<file path="src/rtl/minitb_ahb_pkg.sv">
// Shared types for the minitb AHB arbiter: bus transfer encodings and arbiter states.
package minitb_ahb_pkg;

  typedef enum logic [1:0] {
    IDLE   = 2'b00,
    BUSY   = 2'b01,
    NONSEQ = 2'b10,
    SEQ    = 2'b11
  } htrans_t;

  typedef enum logic [1:0] {
    PARK,
    GRANT,
    LOCKED
  } arb_state_t;

  localparam int unsigned HOLD_W = 8;

endpackage

</file>
<file path="src/rtl/minitb_rr_picker.sv">
// Combinational round-robin find-first: first set request searching upward from ptr+1, wrapping.
module minitb_rr_picker
#(
  parameter  int unsigned NUM_MASTERS = 4,
  localparam int unsigned IW          = $clog2(NUM_MASTERS)
) (
  input  logic [NUM_MASTERS-1:0] req,
  input  logic [IW-1:0]          ptr,
  output logic [NUM_MASTERS-1:0] pick_oh,
  output logic [IW-1:0]          pick_idx,
  output logic                   pick_valid
);

  logic [IW-1:0] slot;

  always_comb begin
    pick_oh    = '0;
    pick_idx   = '0;
    pick_valid = 1'b0;
    slot       = '0;
    // The pointer itself is visited last, so a current owner only wins if nobody else asks.
    for (int unsigned i = 1; i <= NUM_MASTERS; i++) begin
      slot = IW'((32'(ptr) + i) % NUM_MASTERS);
      if (!pick_valid && req[slot]) begin
        pick_valid    = 1'b1;
        pick_idx      = slot;
        pick_oh[slot] = 1'b1;
      end
    end
  end

endmodule

</file>
<file path="src/rtl/minitb_ahb_arbiter.sv">
// Round-robin AHB bus arbiter with hold limit and parking on DEFAULT_MASTER.
// Optional locked-transfer support when MINITB_AHB_ARB_LOCK_EN is defined.
module minitb_ahb_arbiter
  import minitb_ahb_pkg::*;
#(
  parameter  int unsigned NUM_MASTERS    = 4,
  parameter  int unsigned DEFAULT_MASTER = 0,
  parameter  int unsigned MAX_HOLD       = 8,
  localparam int unsigned IW             = $clog2(NUM_MASTERS)
) (
  input  logic                   hclk,
  input  logic                   hresetn,
  input  logic [NUM_MASTERS-1:0] hbusreq,
  input  logic [NUM_MASTERS-1:0] hlock,
  input  logic [1:0]             htrans,
  input  logic                   hready,
  output logic [NUM_MASTERS-1:0] hgrant,
  output logic [IW-1:0]          hmaster,
  output logic [IW-1:0]          hmaster_d,
  output logic                   hmastlock
);

  localparam logic [HOLD_W-1:0]      HOLD_MAX = HOLD_W'(MAX_HOLD);
  localparam logic [IW-1:0]          DEF_IDX  = IW'(DEFAULT_MASTER);
  localparam logic [NUM_MASTERS-1:0] DEF_OH   = {{(NUM_MASTERS-1){1'b0}}, 1'b1} << DEFAULT_MASTER;

  arb_state_t             state;
  htrans_t                trans;
  logic [IW-1:0]          grant_idx;
  logic [IW-1:0]          rr_ptr;
  logic [HOLD_W-1:0]      hold_cnt;
  logic [HOLD_W-1:0]      hold_inc;
  logic [NUM_MASTERS-1:0] win_oh;
  logic [IW-1:0]          win_idx;
  logic                   win_valid;
  logic                   arb_point;
  logic                   others_req;
  logic                   hold_hit;
  logic                   need_move;

  minitb_rr_picker #(
    .NUM_MASTERS(NUM_MASTERS)
  ) u_picker (
    .req       (hbusreq),
    .ptr       (rr_ptr),
    .pick_oh   (win_oh),
    .pick_idx  (win_idx),
    .pick_valid(win_valid)
  );

  assign trans      = htrans_t'(htrans);
  assign arb_point  = hready && (trans == IDLE || trans == NONSEQ);
  assign others_req = |(hbusreq & ~hgrant);
  // The hold decision includes the transfer completing this cycle, so a tenure is exactly MAX_HOLD NONSEQs.
  assign hold_inc   = (trans == NONSEQ && hold_cnt < HOLD_MAX) ? hold_cnt + HOLD_W'(1) : hold_cnt;
  assign hold_hit   = (hold_inc == HOLD_MAX);
  assign need_move  = !hbusreq[grant_idx] || (hold_hit && others_req);

`ifdef MINITB_AHB_ARB_LOCK_EN
  logic lock_release;
`else
  logic unused_hlock;
  assign unused_hlock = ^hlock;
  assign hmastlock    = 1'b0;
`endif

  always_ff @(posedge hclk or negedge hresetn) begin
    if (!hresetn) begin
      state     <= PARK;
      hgrant    <= DEF_OH;
      grant_idx <= DEF_IDX;
      rr_ptr    <= DEF_IDX;
      hmaster   <= DEF_IDX;
      hmaster_d <= DEF_IDX;
      hold_cnt  <= '0;
`ifdef MINITB_AHB_ARB_LOCK_EN
      hmastlock    <= 1'b0;
      lock_release <= 1'b0;
`endif
    end else if (hready) begin
      hmaster   <= grant_idx;
      hmaster_d <= hmaster;
      if (arb_point) begin
        if (state == PARK) begin
          if (win_valid) begin
            state     <= GRANT;
            hgrant    <= win_oh;
            grant_idx <= win_idx;
            rr_ptr    <= win_idx;
            hold_cnt  <= '0;
          end
        end
`ifdef MINITB_AHB_ARB_LOCK_EN
        // Once hlock drops, one more transfer completes under lock before normal arbitration resumes.
        else if (state == LOCKED && !lock_release) begin
          hold_cnt <= hold_inc;
          if (!hlock[grant_idx]) lock_release <= 1'b1;
        end else if (state == GRANT && hbusreq[grant_idx] && hlock[grant_idx]) begin
          state     <= LOCKED;
          hmastlock <= 1'b1;
          hold_cnt  <= hold_inc;
        end
`endif
        else begin
`ifdef MINITB_AHB_ARB_LOCK_EN
          lock_release <= 1'b0;
          hmastlock    <= 1'b0;
`endif
          if (!win_valid) begin
            state     <= PARK;
            hgrant    <= DEF_OH;
            grant_idx <= DEF_IDX;
            hold_cnt  <= '0;
          end else if (need_move) begin
            state     <= GRANT;
            hgrant    <= win_oh;
            grant_idx <= win_idx;
            rr_ptr    <= win_idx;
            hold_cnt  <= '0;
          end else begin
            state    <= GRANT;
            hold_cnt <= hold_inc;
          end
        end
      end
    end
  end

endmodule

</file>
<file path="config.mk">
export PLATFORM = sky130hd
export DESIGN_NAME = minitb_ahb_arbiter
export DESIGN_NICKNAME = d
export VERILOG_FILES = /design/src/rtl/minitb_ahb_pkg.sv /design/src/rtl/minitb_rr_picker.sv /design/src/rtl/minitb_ahb_arbiter.sv
export SDC_FILE = /design/constraint.sdc
export NUM_CORES = 1
export LEC_CHECK = 0
export ABC_AREA = 1
export BUFFER_PORTS_ARGS = -buffer_cell sky130_fd_sc_hd__buf_4
export CAP_MARGIN = 40
export CORE_ASPECT_RATIO = 0.9
export CORE_MARGIN = 3
export CORE_UTILIZATION = 50
export DETAILED_ROUTE_END_ITERATION = 8
export PLACE_DENSITY = 0.7
export RECOVER_POWER = 100
export SYNTH_ARGS = -nofsm -noshare
export SYNTH_HDL_FRONTEND = slang
export SYNTH_SLANG_ARGS = --single-unit
</file>
<file path="constraint.sdc">
create_clock -name hclk -period 2 [get_ports hclk]
set_input_delay 0 -clock hclk [delete_from_list [all_inputs] [get_ports hclk]]
set_output_delay 0 -clock hclk [all_outputs]
set_load 0.02 [all_outputs]
</file>
### Yosys cells after proc, flatten, opt, wreduce, memory -nomap -nowiden

Index checks and enable logic that the tools add are counted.

| word-level totals | value |
|---|---|
| logic and storage cells | 102 |
| output and inout port bits | 9 |
| register bits after elaboration | 22 |
| input port bits | 13 |

| operators by class | value |
|---|---|
| mux-type cells | 48 |
| bitwise gates (word level) | 5 |
| $lt $le $gt $ge | 10 |
| reduce and logical (&&, ||, !) cells | 23 |
| eq/ne operators | 4 |
| add/sub/neg operators | 5 |

Operator list:

| cell | number |
|---|---|
| $mux W8 | 5 |
| $mux W4 | 8 |
| $mux W2 | 12 |
| $lt A2 B3 Y1 const B | 5 |
| $mux W1 | 14 |
| $or A4 B4 Y4 | 3 |
| $bmux W1 S2 | 5 |
| $logic_and A1 B1 Y1 | 10 |
| $add A8 B1 Y8 const B | 1 |
| $demux W1 S2 | 4 |
| $eq A8 B4 Y1 const B | 1 |
| $ge A2 B1 Y1 const B | 4 |
| $lt A8 B4 Y1 const B | 1 |
| $reduce_and A4 Y1 | 2 |
| $add A2 B1 Y2 const B | 2 |
| $add A2 B2 Y2 const B | 2 |
| $and A4 B4 Y4 | 1 |
| $logic_not A1 Y1 | 4 |
| $logic_not A2 Y1 | 2 |
| $not A4 Y4 | 1 |
| $reduce_or A4 Y1 | 1 |
| $ne A3 B1 Y1 const B | 1 |
| $reduce_and A3 Y1 | 1 |
| $eq A2 B2 Y1 const B | 1 |
| other kinds (3) | 4 |

### Logic depth before layout (Yosys ltp)

Gate-level depths: netlist (run 1).

| depth | value |
|---|---|
| depth in word-level cells | 16 |
| mapped depth | 13 |
| depth with buffers taken out | 13 |

### Cells and area by module

Synthesis (run 1) repeated with hierarchy kept, for this count alone.

| second synthesis, totals | value |
|---|---|
| cell total of the unflattened synthesis | 226 |
| area total of the unflattened synthesis | 1,674.1 um^2 |

Modules (own cells, without submodules):

| module | times used | seq. area each (um^2) | cells an instance | area each (um^2) |
|---|---|---|---|---|
| minitb_ahb_arbiter | 1 | 526.8 | 145 | 1,138.6 |
| minitb_rr_picker | 1 | 0.0 | 81 | 535.5 |

### Worst setup path after synthesis (run 1)

OpenSTA, ideal clock, no wires.

| timing path | value |
|---|---|
| path kind | register to register |
| start | reg rr_ptr[1] |
| end | reg grant_idx[0] |
| arrival | 1.657 ns |
| setup time | 0.066 ns |
| data required time | 1.934 ns |
| stages on the path, launching flop included | 11 |
| slack | 0.277 ns |
| period minus slack after synthesis | 1.723 ns |
| path buffers | 0 |
| cells stage by stage | dfrtp_1 inv_1 ha_1 inv_1 nand2_1 nand2_2 nor2_4 nor2_1 a21oi_1 nand3_1 nand2_1 |

| on the way | value |
|---|---|
| word-level cells in the longest chain between the ends | 16 |
| elaborated cells between the ends (all ways) | 33 |
| classes of those cells | add/sub (4); eq/ne (2); mux (20); reduce/logical (7) |

Ends and longest elaborated chain:

| item | line | RTL |
|---|---|---|
| start, declared | minitb_ahb_arbiter.sv:30 | `logic [IW-1:0] rr_ptr;` |
| start signal, assigned | minitb_ahb_arbiter.sv:89 | `rr_ptr <= win_idx;` |
| start signal, assigned | minitb_ahb_arbiter.sv:118 | `rr_ptr <= win_idx;` |
| $add A2 B1 Y2 | minitb_rr_picker.sv:23 | `slot = IW'((32'(ptr) + i) % NUM_MASTERS);` |
| $bmux W1 S2 | minitb_rr_picker.sv:24 | `if (!pick_valid && req[slot]) begin` |
| $mux W1 (implied by the code) | minitb_rr_picker.sv:24 |  |
| $mux W1 | minitb_rr_picker.sv:24 |  |
| $logic_not A1 Y1 | minitb_rr_picker.sv:24 |  |
| $logic_and A1 B1 Y1 | minitb_rr_picker.sv:24 |  |
| $mux W1 | minitb_rr_picker.sv:24 |  |
| $logic_not A1 Y1 | minitb_rr_picker.sv:24 |  |
| $logic_and A1 B1 Y1 | minitb_rr_picker.sv:24 |  |
| $mux W1 | minitb_rr_picker.sv:24 |  |
| $logic_not A1 Y1 | minitb_rr_picker.sv:24 |  |
| $logic_and A1 B1 Y1 | minitb_rr_picker.sv:24 |  |
| $mux W2 | minitb_rr_picker.sv:24 |  |
| $mux W2 | minitb_ahb_arbiter.sv:114 | `end else if (need_move) begin` |
| $mux W2 | minitb_ahb_arbiter.sv:109 | `if (!win_valid) begin` |
| $mux W2 | minitb_ahb_arbiter.sv:84 | `if (state == PARK) begin` |
| end signal, assigned | minitb_ahb_arbiter.sv:88 | `grant_idx <= win_idx;` |
| end signal, assigned | minitb_ahb_arbiter.sv:117 | `grant_idx <= win_idx;` |
| end, declared | minitb_ahb_arbiter.sv:29 | `logic [IW-1:0] grant_idx;` |

Parallel ways exist; a longest one is shown, timed or not. The select of a mux whose other input is x is not followed.
A chain may end at the register's enable or synchronous reset.

### Final worst setup path (run 1)

| timing path | value |
|---|---|
| start | reg rr_ptr[1] |
| end | reg hgrant[1] |

| on the way | value |
|---|---|
| word-level cells in the longest chain between the ends | 16 |
| elaborated cells between the ends (all ways) | 56 |
| classes of those cells | add/sub (4); order compare (8); eq/ne (2); mux (28); bitwise (3); reduce/logical (11) |

Ends and longest elaborated chain:

| item | line | RTL |
|---|---|---|
| parallel branches: the longest is 16 deep, another holds $lt A2 B3 Y1 | n/a |  |
| end signal, assigned | minitb_ahb_arbiter.sv:87 | `hgrant <= win_oh;` |
| end signal, assigned | minitb_ahb_arbiter.sv:116 | `hgrant <= win_oh;` |
| end, declared | minitb_ahb_arbiter.sv:17 | `output logic [NUM_MASTERS-1:0] hgrant,` |

Parallel ways; which one is timed is not known. The select of a mux whose other input is x is not followed.

==> flow_summary.toml, run 1 <==
[outcome]
run_status = "complete, no violations"

[global_routing]
met2_usage_pct = 35.57
grt_util_met3_pct = 4.771
grt-busiest-layer = "met2"
grt_pass1_wl_um = 6568
overflow = 0
grt_pass1_vias = 1443
met1_usage_pct = 30.37
track_usage_pct = 21.90
grt_start_max_net_pins = 22
antenna_found_initial = 0

[routing]
antenna_left = 0
first_pass_iters = 4
vias = 1509
vias_per_cell = 5.370
wl_um = 3700
drcViolationCount = 0
wl_per_cell_um = 13.17
drt-initial-drc-count = 89

[timing]
tightest_slew_ns = 1.119
hold_violations = 0
fin_crit_ns = 1.835
fin_tns_setup_ns = 0
layout_worst_path_cycle_share_pct = 91.75
setup-violations-final = 0
fmax_mhz = 545.0
finalClockSkew_ns = 0.002979
final.setup.worst_slack_ns = 0.1650
slew_violations = 0
rsz0062_at_grt = "no"
slew-limit-headroom_pct = 25.42

[clocking]
postCtsSetupRepairBufs = 0
clock-sinks = 21
cts_buffer_depth = 2
cts-root-buf = "clkbuf_4"
htree_levels = 1
clock_latency_ns = 0.30
numCtsBuffers = 3
clk_pin_slew_ns = 0.11
cts_tree = "yes"

[pwr]
p_sw_share_pct = 53.20
clkPwrFrac_pct = 8.5
seq_power_share_pct = 27.0
leakagePower_nw = 0.9124
vdd_drop_max_uv = 708.2
p_int_mw = 1.091
p_comb_share_pct = 64.6
power.density_nw_per_um2 = 1351
total_power_mw = 2.330
p_switching_mw = 1.240

[setup_path]
arrival_ns = 2.04
start_kind = "register"
crit_required_ns = 2.20
crit_path_end_kind = "register"
crit_fanout = 7
crit_type = "reg2reg"

[finish]
most-common-layout-cells = "nand2_1 (76), nand3_1 (22), inv_1 (20), dfrtp_1 (20), nor2_1 (16)"
fin_nets = 264
layout_commonest_cell = "nand2_1"
layout.cells.non_filler = 281
num_antenna_cells = 0
num-fill-cells = 302
syn_to_final_growth_pct = 10.85
drive_above_1_share_pct = 14.94
fin_area_um2 = 1725

[place]
place_ws_ns = 0.2111
gp_congestion = 0.8676
post-place-cells = 275
port-buffer-count = 16
place_area_um2 = 1719
dp_hpwl_um = 2783

[logic_synthesis]
synth_top_area_cell = "dfrtp_1"
syn_avg_cell_area_um2 = 7.107
ys_top_cells_by_area = "dfrtp_1 (32%), nand2_1 (18%), ha_1 (7.2%)"
yosys.area.top_type_share_pct = 32.15
ys_seq_area_share_pct = 33.84
synth_cells = 219
ys_ff_latch = 21
synth.cell_area_um2 = 1556
synth_cell_types = 26
yosysWarnings = 0
synth_nets = 241

[die]
pin_count = 22
placementRows = 18
die_y_um = 58.93
die-area_um2 = 3819
fp.dieW_um = 64.81
core_um2 = 2860
start_util_pct = 54.42

[run]
maxCapViolCount = 0

[worst_hold_path]
hp-class = "in2reg"
## layout make-up
class	instances	area [µm²]	share of cell area, %
inverter	27	103.9	6.019
multi-input combinational	168	889.6	51.56
clock buffer	4	26.28	1.523
sequential	21	526.8	30.53
timing repair buffer	21	128.9	7.469
tap	40	50.05	2.901
## Yosys cell counts
| master | count |
|---|---|
| dfrtp_1 | 20 |
| a21oi_1 | 3 |
| inv_4 | 1 |
| nand2_2 | 5 |
| nand3_4 | 1 |
| o21ai_2 | 1 |
| o21ai_0 | 5 |
| conb_1 | 1 |
| buf_4 | 1 |
| nand2_1 | 76 |
| nor2_1 | 16 |
| nand4_1 | 11 |
| nor3_1 | 1 |
| o22ai_2 | 3 |
| inv_1 | 19 |
| inv_2 | 7 |
| nand2_4 | 2 |
| nor2_2 | 1 |
| o21ai_1 | 4 |
| ha_1 | 9 |
| nand3_1 | 22 |
| a21oi_2 | 4 |
| xor2_1 | 1 |
| nor2_4 | 2 |
| dfstp_2 | 1 |
| buf_6 | 2 |
## worst paths after layout
path                               from            to  slack, ns  cells after the start
setup / recovery              rr_ptr[1]     hgrant[1]       0.17                     10
hold / removal                htrans[0]      state[0]       0.08                      3
setup reg to reg              rr_ptr[1]     hgrant[1]       0.17                     10
hold reg to reg            hmaster_d[0]  hmaster_d[0]       0.50                      2
max in group asynchronous       hresetn     hgrant[1]       0.92                      2
min in group asynchronous       hresetn  grant_idx[0]       0.42                      2
## repair_timing
item,CTS,global route
endpoints found under the setup margin,0,14
hold buffers,2,0
resized for setup,0,3
endpoints found under the hold margin,23,0
## worst max-delay path, cell delays in order (launching register included)
cell	delay [ns]
dfrtp_1	0.39
inv_1	0.19
ha_1	0.32
inv_1	0.09
nand2_1	0.07
nand2_2	0.16
inv_1	0.13
nand3_1	0.10
nand4_1	0.12
nand3_1	0.11
nand2_1	0.06
## metrics by stage
step	hold slack (ns)	util (%)
2_1_floorplan	-0.2956	-
3_3_place_gp	-0.1055	60.11
3_5_place_dp	-0.09909	60.11
4_1_cts	0.06263	61.72
5_1_grt	0.1275	60.32
6_report	0.07528	60.32
## metal layers
metal  part of all wire [%]  vias up
met3                    5.5        0
met1                     47      716
met2                     48       43
li1                       -      750
met4                      0        0
met5                      0        -
## power by group through the flow
stage          clock [mW]  combinational, mW  sequential [mW]
6_report            0.197               1.50            0.629
5_1_grt             0.233               1.69            0.646
4_1_cts             0.212               1.52            0.630
3_5_place_dp            0               1.52            0.638
3_3_place_gp            0               1.45            0.631
2_1_floorplan           0               1.02            0.724
## flip-flops by register name, summed over array words and instances (netlist names)
signal and count:
rr_ptr 2, hmaster 2, state 1, grant_idx 2, hgrant 4, hmaster_d 2, hold_cnt 8
## cells by family (layout without fill, tap and decap cells)
family,count (synthesis),count (layout),synth area share (%)
simple gates,137,137,40.43
buf+inv,30,52,8.602
flops,21,21,33.84
compound gates,20,20,9.083
fa+ha+maj,9,9,7.235
other cells,1,1,0.2409
xor+xnor,1,1,0.5628
Power figures use the tool's default switching activity.
==> run 2, diff against run 1 <==
- SYNTH_HIERARCHICAL: not set -> 1
==> run 2 against run 1 <==
Against the previous run:
- flip-flop and latch count did not move
- non-clock buffer count up 7
- global-route usage fell by 2.1 points
- final cell count up 5.3%
- worst hold slack gained 0.12 ns
- clock power increased by 35%
- synthesized cell count increased by 3.2%
- clock skew is 0.0015 ns higher
- design area up 13%
- largest power group unchanged
==> flow_summary.toml, run 2 <==
[outcome]
run_status = "complete, no violations"

[timing]
slew_violations = 0
slew-limit-headroom_pct = 26.69
layout_worst_path_cycle_share_pct = 94.49
fin_crit_ns = 1.890
hold_violations = 0
fin_tns_setup_ns = 0
finalClockSkew_ns = 0.004452
fmax_mhz = 529.2
tightest_slew_ns = 1.100
rsz0062_at_grt = "no"
setup-violations-final = 0

[setup_path]
rrSetupSlack_ns = 0.11
crit_fanout = 6
slowest_delay_ns = 0.42
path_cells = "inv_8 -> ha_4 -> inv_4 -> nand3_4 -> nand2_4 -> nor2_4 -> nand4_1 -> nor2_1 -> or2_2 -> nand3_1 -> nand2_1"
cp_slowest_cell = "dfrtp_2"
crit_type = "reg2reg"
crit_path_end_kind = "register"
crit_required_ns = 2.20
arrival_ns = 2.09
start_kind = "register"

[pwr]
leakagePower_nw = 1.000
vdd_drop_max_uv = 895.9
power.density_nw_per_um2 = 1389

[logic_synthesis]
synth_cells = 226
dominantRegCellSynth = "dfrtp_1"
ys_ff_latch = 21
synth_compound_area_share_pct = 7.848
synth-simple-area-share_pct = 42.83
synth_top_family_by_area = "simple AND/OR/NAND/NOR gates"
synth_top_area_cell = "dfrtp_1"
syn_avg_cell_area_um2 = 7.408
synthXorXnorAreaFrac_pct = 0.5232
synthArstFlopShare_pct = 100.0
yosys.area.top_type_share_pct = 29.90
synth_nets = 248
synth_commonest_cells = "nand2_1 (55), nand3_1 (32), inv_1 (24), dfrtp_1 (20), nor2_1 (14)"
synthMuxAreaShare_pct = 0.6726
synth.most_common_cell = "nand2_1"
synth-adder-area-share_pct = 6.726
ys_seq_area_share_pct = 31.46
ys_top_cells_by_area = "dfrtp_1 (30%), nand2_1 (12%), nand3_1 (9.6%)"
synth.cell_area_um2 = 1674
synth_edf_count = 0
yosysWarnings = 6
synth_cell_types = 30

[place]
dp_hpwl_um = 2734
gp_congestion = 0.8360
port-buffer-count = 16
post-place-cells = 288

[global_routing]
grt_pass1_wl_um = 6168
overflow = 0
grt_pass1_vias = 1394
grt_start_max_net_pins = 22
track_usage_pct = 19.78
antenna_found_initial = 0

[die]
core_um2 = 3138
die-area_um2 = 4080
pin_count = 22
fp.dieW_um = 67.00
die_y_um = 60.90
placementRows = 19
start_util_pct = 53.35

[routing]
drt-initial-drc-count = 143
antenna_left = 0
vias_per_cell = 5.061
wl_um = 3570
vias = 1498
wl_per_cell_um = 12.06
first_pass_iters = 4
drcViolationCount = 0

[finish]
most-common-layout-cells = "nand2_1 (55), nand3_1 (32), inv_1 (21)"
num_antenna_cells = 0
max_flop_register = "hold_cnt"
layout_commonest_cell = "nand2_1"
drive_above_1_share_pct = 24.41
reg_top3 = "hold_cnt (8), hgrant (4)"
syn_to_final_growth_pct = 16.89
largest_register_ffs = 8
layout.cells.non_filler = 296
fin_nets = 277

[clocking]
cts_tree = "yes"
clk_pin_slew_ns = 0.07
cts_buffer_depth = 2
numCtsBuffers = 3
cts-root-buf = "clkbuf_8"
htree_levels = 1
clock_latency_ns = 0.25
clock-sinks = 21

[worst_hold_path]
hp-class = "in2reg"

[run]
maxCapViolCount = 0
-- run 2: cell types whose count changed in the layout (fill, tap and decap cells not counted), moves of 5 or more --
cell,previous run,this run
nand2_1,76,55
a21oi_1,4,11
nand3_1,22,32
nand4_1,11,6
buf_4,10,16
-- run 2: final timing paths --
path | from | end | depth (start not counted)
setup / recovery | rr_ptr[0] | hgrant[0] | 11
hold / removal | htrans[0] | hold_cnt[2] | 6
setup reg to reg | rr_ptr[0] | hgrant[0] | 11
hold reg to reg | hold_cnt[7] | hold_cnt[7] | 2
max in group asynchronous | hresetn | rr_ptr[1] | 2
min in group asynchronous | hresetn | hgrant[1] | 2
-- run 2: kinds of logic after synthesis --
family / count (synthesis)
simple gates: 134
buf+inv: 36
compound gates: 23
flops: 21
fa+ha+maj: 9
other cells: 1
xor+xnor: 1
mux: 1
-- run 2: what timing repair did --
action / 4_1_cts / 5_1_grt
gates resized for setup: 0 / 4
hold endpoints to repair: 23 / 0
setup buffers: 0 / 2
hold buffers: 2 / 0
setup endpoints to repair: 0 / 14
-- run 2: cell type report --
cell class | count | area [µm²]
multi-input combinational | 169 | 1012
clock buffer | 4 | 45.04
inverter | 32 | 132.6
fill | 302 | 1181
tap | 42 | 52.55
timing repair buffer | 28 | 185.2
sequential | 21 | 529.3
-- run 2: per-layer routing --
| layer | GRT usage (%) | share of wire [%] | routed length, µm | vias to the layer above |
|---|---|---|---|---|
| li1 | - | - | - | 788 |
| met2 | 31.07 | 44 | 1572 | 28 |
| met3 | 4.259 | 4.8 | 171 | 2 |
| met1 | 27.99 | 51 | 1806 | 680 |
| met4 | 4.624 | 0.56 | 20 | 0 |
| met5 | 0 | 0 | 0 | - |
-- run 2: worst max-delay path, delay by kind of cell, from the launching register on --
kind / cells / cell delay (ns)
and+or+nand+nor: 8 / 1.03
DFF: 1 / 0.42
adders and majority gates: 1 / 0.30
buffers and inverters: 2 / 0.09
-- run 2: per-stage QoR --
step                hold WS, ns  util, %  setup slack, ns  area, µm²  power, mW
global placement        -0.1050    60.73          0.09488       1906      2.425
floorplan               -0.2956        -          -0.1979       1708      2.005
CTS                      0.1606    62.80          0.07375       1971      2.734
finish                   0.1985    62.36           0.1103       1957      2.718
detailed placement      -0.1022    60.73          0.08135       1906      2.455
global route             0.2295    62.36         0.005622       1957      2.981
-- run 2: power by group --
part | internal (mW) | leakage (nW) | total [mW] | switching [mW]
Clock | 0.142 | 0.0228 | 0.266 | 0.124
Sequential | 0.530 | 0.269 | 0.624 | 0.0939
Combinational | 0.687 | 0.708 | 1.83 | 1.14
Total | 1.36 | 1.00 | 2.72 | 1.36
